[config.mk]
export PLATFORM = sky130hd
export DESIGN_NAME = srnand_bank
export DESIGN_NICKNAME = d
export VERILOG_FILES = /design/src/rtl/srnand_bank.sv
export SDC_FILE = /design/constraint.sdc
export NUM_CORES = 1
export LEC_CHECK = 0
export BUFFER_PORTS_ARGS = -buffer_cell sky130_fd_sc_hd__buf_2
export CORE_UTILIZATION = 49
export CTS_CLUSTER_SIZE = 10
export DETAILED_ROUTE_END_ITERATION = 6
export GPL_ROUTABILITY_DRIVEN = 0
export PLACE_DENSITY = 0.84
export SYNTH_ARGS = -nofsm -noshare
export SYNTH_HDL_FRONTEND = slang
export SYNTH_SLANG_ARGS = --single-unit
[constraint.sdc]
create_clock -name i_CLK -period 1.82 [get_ports i_CLK]
set_clock_uncertainty 0.1 [all_clocks]
set_input_delay 0.091 -clock i_CLK [delete_from_list [all_inputs] [get_ports i_CLK]]
set_output_delay 0.091 -clock i_CLK [all_outputs]
set_load 0.03 [all_outputs]
[src/rtl/srnand_bank.sv]
// Bank of CH independent active-low SR latches on one clock, with a forbidden-input policy,
// an optional transparent output path, sticky forbidden flags, a shared saturating event counter and edge pulses.
module srnand_bank #(
  parameter int            CH          = 8,
  parameter logic [CH-1:0] INIT        = {CH{1'b1}},
  parameter int            PRIO        = 0,
  parameter int            TRANSPARENT = 1,
  parameter int            CNTW        = 8
) (
  input  logic            i_CLK,
  input  logic            i_RST,
  input  logic            i_CEN_n,
  input  logic [CH-1:0]   i_S_n,
  input  logic [CH-1:0]   i_R_n,
  input  logic            i_ILL_CLR,
  output logic [CH-1:0]   o_Q,
  output logic [CH-1:0]   o_Q_n,
  output logic [CH-1:0]   o_SET_P,
  output logic [CH-1:0]   o_RST_P,
  output logic [CH-1:0]   o_ILL,
  output logic [CNTW-1:0] o_ILL_CNT
);

  localparam logic [CNTW-1:0] CNT_MAX = {CNTW{1'b1}};
  localparam logic [CNTW-1:0] CNT_ONE = CNTW'(1);

  if (PRIO < 0 || PRIO > 2) begin : g_prio_err
    $error("srnand_bank: PRIO must be 0 (hold), 1 (set wins) or 2 (reset wins)");
  end
  if (CH < 1 || CH > 32) begin : g_ch_err
    $error("srnand_bank: CH must be in 1..32");
  end

  // Per-channel latch evaluation; the 00 case follows the PRIO policy.
  function automatic logic [CH-1:0] latch_eval(input logic [CH-1:0] s_n,
                                               input logic [CH-1:0] r_n,
                                               input logic [CH-1:0] q);
    logic [CH-1:0] res;
    res = q;
    for (int k = 0; k < CH; k++) begin
      case ({s_n[k], r_n[k]})
        2'b01:   res[k] = 1'b1;
        2'b10:   res[k] = 1'b0;
        2'b11:   res[k] = q[k];
        default: res[k] = (PRIO == 1) ? 1'b1 : ((PRIO == 2) ? 1'b0 : q[k]);
      endcase
    end
    return res;
  endfunction

  logic [CH-1:0]   q_q, q_d;
  logic [CH-1:0]   set_p_q, set_p_d;
  logic [CH-1:0]   rst_p_q, rst_p_d;
  logic [CH-1:0]   ill_q, ill_d;
  logic [CNTW-1:0] cnt_q, cnt_d;
  logic [CH-1:0]   eval_s;
  logic [CH-1:0]   forb_s;

  assign eval_s = latch_eval(i_S_n, i_R_n, q_q);
  assign forb_s = ~i_S_n & ~i_R_n;

  // Next-state: latch/pulses/counter gated by the enable; the flag clear bypasses the enable.
  always_comb begin
    q_d     = q_q;
    set_p_d = '0;
    rst_p_d = '0;
    ill_d   = ill_q;
    cnt_d   = cnt_q;
    if (!i_CEN_n) begin
      q_d     = eval_s;
      set_p_d = eval_s & ~q_q;
      rst_p_d = ~eval_s & q_q;
      ill_d   = ill_q | forb_s;
      if ((|forb_s) && (cnt_q != CNT_MAX)) begin
        cnt_d = cnt_q + CNT_ONE;
      end else begin
        cnt_d = cnt_q;
      end
    end else begin
      q_d = q_q;
    end
    if (i_ILL_CLR) begin
      ill_d = '0;
      cnt_d = '0;
    end else begin
      ill_d = ill_d;
    end
  end

  // State registers with synchronous reset taking priority over enable and clear.
  always_ff @(posedge i_CLK) begin
    if (i_RST) begin
      q_q     <= INIT;
      set_p_q <= '0;
      rst_p_q <= '0;
      ill_q   <= '0;
      cnt_q   <= '0;
    end else begin
      q_q     <= q_d;
      set_p_q <= set_p_d;
      rst_p_q <= rst_p_d;
      ill_q   <= ill_d;
      cnt_q   <= cnt_d;
    end
  end

  // Transparent mode exposes the would-be next value, masked to INIT while in reset.
  if (TRANSPARENT != 0) begin : g_transp
    assign o_Q = i_RST ? INIT : eval_s;
  end else begin : g_stored
    assign o_Q = q_q;
  end

  assign o_Q_n     = ~o_Q;
  assign o_SET_P   = set_p_q;
  assign o_RST_P   = rst_p_q;
  assign o_ILL     = ill_q;
  assign o_ILL_CNT = cnt_q;

endmodule

==> flow_summary.toml <==
[logic_synthesis]
synthesis.area_per_instance_um2 = 8.945
cell_count_after_synthesis = 214
synth_fp_nets = 251
post_synth_mux_area_share_pct = 0
warnings_from_yosys = 0
mappedNetlistArea_mm2 = 0.001914
synth_cell_types = 33
yosysSeqAreaShare_pct = 41.83
post_synth_fa_ha_maj_area_fraction_pct = 11.11
ys_ff_latch = 40
largest_family_of_logic_cells_by_synthesized_area = "simple AND/OR/NAND/NOR gates"
share_of_the_synthesized_netlist_area_taken_by_xor_and_xnor_gates_pct = 0
synth-simple-area-share_pct = 22.75
synth_compound_area_share_pct = 17.39

[critical_path]
timing.critical_path.slowest_stage_cell = "sky130_fd_sc_hd__dfxtp_1"
r2r.worst_path.cells = 5
timing.critical_path.buf_inv = 0
worst_path_largest_cell_delay_ps = 430
endpoint_kind = "flip-flop"
cp-start-kind = "flip-flop"
cp_data_required_time_ps = 1960
worst-path-max-fanout = 7
regToRegStartpoint = "o_ILL_CNT[0]"
critical_path.reg2reg.endpoint = "o_ILL_CNT[2]"
reg2reg_slack_ps = 130
worstPathCellList = "ha_1 > nand3_1 > or2_2 > a31oi_1 > a41o_1"
timing.critical_path.max_delay_family = "simple AND/OR/NAND/NOR gates"
critical_path_class = "flip-flop to flip-flop"
critPathArrivalTime_ps = 1840

[cts]
cts_buffers = 5
cts.clk_slew.worst_paths_ps = 80
ctsLongestPathBuffers = 2
quantity_of_hold_fixing_buffers_added_after_cts = 1
clkSinkCount = 40
cts.htree.levels = 2
cts_post_setup_buffers_inserted = 0
ctsResizeCount = 0
clk_latency_ps = 290
clock-root-buffer = "sky130_fd_sc_hd__clkbuf_8"
tritoncts = "built"

[floorplanning]
initial_utilization_pct = 51.52
dieArea_mm2 = 0.004161
die_h_um = 64.51
chipWidth_um = 64.51
core_mm2 = 0.003716
boundaryPins = 68
floorplan.rows = 22

[drt]
drc = 0
detailedRoute.firstIterationViolations = 123
drt-vias-per-instance = 5.244
drt_pre_antenna_iters = 6
routed_wirelength_um = 4123
wl_per_cell_um = 12.42
vias = 1741
antenna_violating_nets_post_route = 0

[final_layout]
syn_to_final_growth_pct = 24.97
multiInputGateArea_um2 = 980.9
mostFrequentLayoutCell = "sky130_fd_sc_hd__buf_2"
layout.filler_cells = 343
most-common-layout-cells = "sky130_fd_sc_hd__buf_2 (67), sky130_fd_sc_hd__dfxtp_1 (40), sky130_fd_sc_hd__inv_1 (25)"
finish.net_count = 321
fin_util_pct = 64.38
antenna_cells = 0
ff_latch_area_um2 = 800.8
design_area_mm2 = 0.002392
final_layout_size_suffix_gt1_share_pct = 27.11

[sta]
fmaxAchievable_ghz = 0.5903
rsz_0062_raised_after_global_routing = "false"
post-route-period-util_pct = 93.07
maxSlewViolCount = 0
actual_transition_at_the_worst_max_transition_pin_ps = 500.1
finalHoldViolCount = 0
finalSetupViolCount = 0
summed_negative_setup_slack_over_all_endpoints_ps = 0
finalWorstPathRequiredPeriod_ps = 1694
slew_headroom_pct = 66.63

[global_route]
first_global_vias = 1532
grt_antenna_before_repair = 0
maximum_number_of_pins_on_one_net_before_global_route_repair = 20
grt_first_pass_wirelength_um = 6775
grt_use_total_pct = 21.17
grt_overflow_total = 0

[placement]
dpl-instance-area_mm2 = 0.002286
detailed_place_hpwl_um = 2942
i_o_buffers = 67

[worst_hold_path]
hp-class = "input port to flip-flop"
hold_path_end = "o_RST_P[7]"
hold_depth = 3
hold_path_startpoint = "i_R_n[7]"

[pwr]
cellPowerDensity_mw_per_mm2 = 808.5
power.ir.vdd_worst_v = 0.0004493
report.power.total_uw = 1934
static-leakage-power_uw = 0.001225

[flow_run]
maxCapViolCount = 0

[status]
status = "complete, no violations"
-- power breakdown --
group / internal (uW) / switching (uW) / total [uW]
registers: 903 / 18.3 / 921
logic: 137 / 243 / 379
clock network: 337 / 296 / 633
-- flip-flops by register name (all words and copies together), names as in the netlist --
| register | count |
|---|---|
| o_ILL | 8 |
| o_ILL_CNT | 8 |
| o_RST_P | 8 |
| o_SET_P | 8 |
| q_q | 8 |
-- stage by stage --
| stage | setup WS (ps) | cells | hold WS (ps) |
|---|---|---|---|
| after global placement | 146.2 | 324 | 299.3 |
| after CTS | 155.0 | 332 | 80.86 |
| after detailed placement | 105.2 | 324 | 303.1 |
| final | 126.0 | 332 | 86.38 |
| after floorplan | 80.99 | 214 | 177.9 |
| after global routing | 16.35 | 332 | 114.1 |
-- routing by layer --
metal	track usage, %	routed length (um)
met4	9.444	74
met3	5.282	242
met2	34.74	1867
met5	0	0
met1	26.04	1939
-- final cells by class --
type / count / share of cell area [%]
multi-input combinational: 142 / 41.00
sequential: 40 / 33.47
timing repair buffer: 70 / 15.06
clock buffer: 7 / 4.027
inverter: 25 / 3.923
tap: 48 / 2.510
-- logic make-up after synthesis --
logic type / after synthesis
flops: 40
fa+ha+maj: 17
compound gates: 50
buf+inv: 32
simple gates: 75
-- worst min-delay path, delay by kind of cell --
family,cells,cell delay [ps]
buffers and inverters,1,90
adders and majority gates,1,190
and+or+nand+nor,1,70
-- worst max-delay path by stage --
stage,from,to,cells after the start
2_1_floorplan,o_ILL_CNT[0],o_ILL_CNT[2],4
3_3_place_gp,i_S_n[3],o_ILL_CNT[6],7
3_5_place_dp,i_S_n[1],o_ILL_CNT[6],7
4_1_cts,o_ILL_CNT[0],o_ILL_CNT[2],5
5_1_grt,o_ILL_CNT[0],o_ILL_CNT[2],5
6_report,o_ILL_CNT[0],o_ILL_CNT[2],5
-- cells in the mapped netlist --
master,n,area share (%)
sky130_fd_sc_hd__dfxtp_1,40,42
sky130_fd_sc_hd__inv_1,25,4.9
sky130_fd_sc_hd__nor3b_1,24,9.4
sky130_fd_sc_hd__a21oi_1,20,5.2
sky130_fd_sc_hd__ha_1,17,11
sky130_fd_sc_hd__nand2_1,14,2.7
sky130_fd_sc_hd__nor2_1,12,2.4
sky130_fd_sc_hd__a211o_1,8,3.7
sky130_fd_sc_hd__nor2b_1,8,2.6
sky130_fd_sc_hd__o21bai_1,8,3.1
sky130_fd_sc_hd__clkbuf_1,4,0.78
sky130_fd_sc_hd__o211ai_1,4,1.6
sky130_fd_sc_hd__nand3_1,3,0.78
sky130_fd_sc_hd__nor4_1,3,0.98
sky130_fd_sc_hd__or4_1,3,1.2
sky130_fd_sc_hd__a31oi_1,2,0.65
sky130_fd_sc_hd__and2_1,2,0.65
sky130_fd_sc_hd__o21ai_0,2,0.52
sky130_fd_sc_hd__a211oi_1,1,0.39
sky130_fd_sc_hd__a21o_1,1,0.39
sky130_fd_sc_hd__a41o_1,1,0.52
sky130_fd_sc_hd__and4_1,1,0.46
sky130_fd_sc_hd__buf_2,1,0.26
sky130_fd_sc_hd__buf_4,1,0.39
sky130_fd_sc_hd__buf_6,1,0.59
sky130_fd_sc_hd__nand4_1,1,0.33
sky130_fd_sc_hd__nor3_1,1,0.26
sky130_fd_sc_hd__o21a_1,1,0.39
sky130_fd_sc_hd__o31a_1,1,0.46
sky130_fd_sc_hd__o41ai_1,1,0.46
sky130_fd_sc_hd__or2_0,1,0.33
sky130_fd_sc_hd__or2_2,1,0.33
sky130_fd_sc_hd__or3_1,1,0.33
No activity file was read; power rests on OpenSTA's default activity.
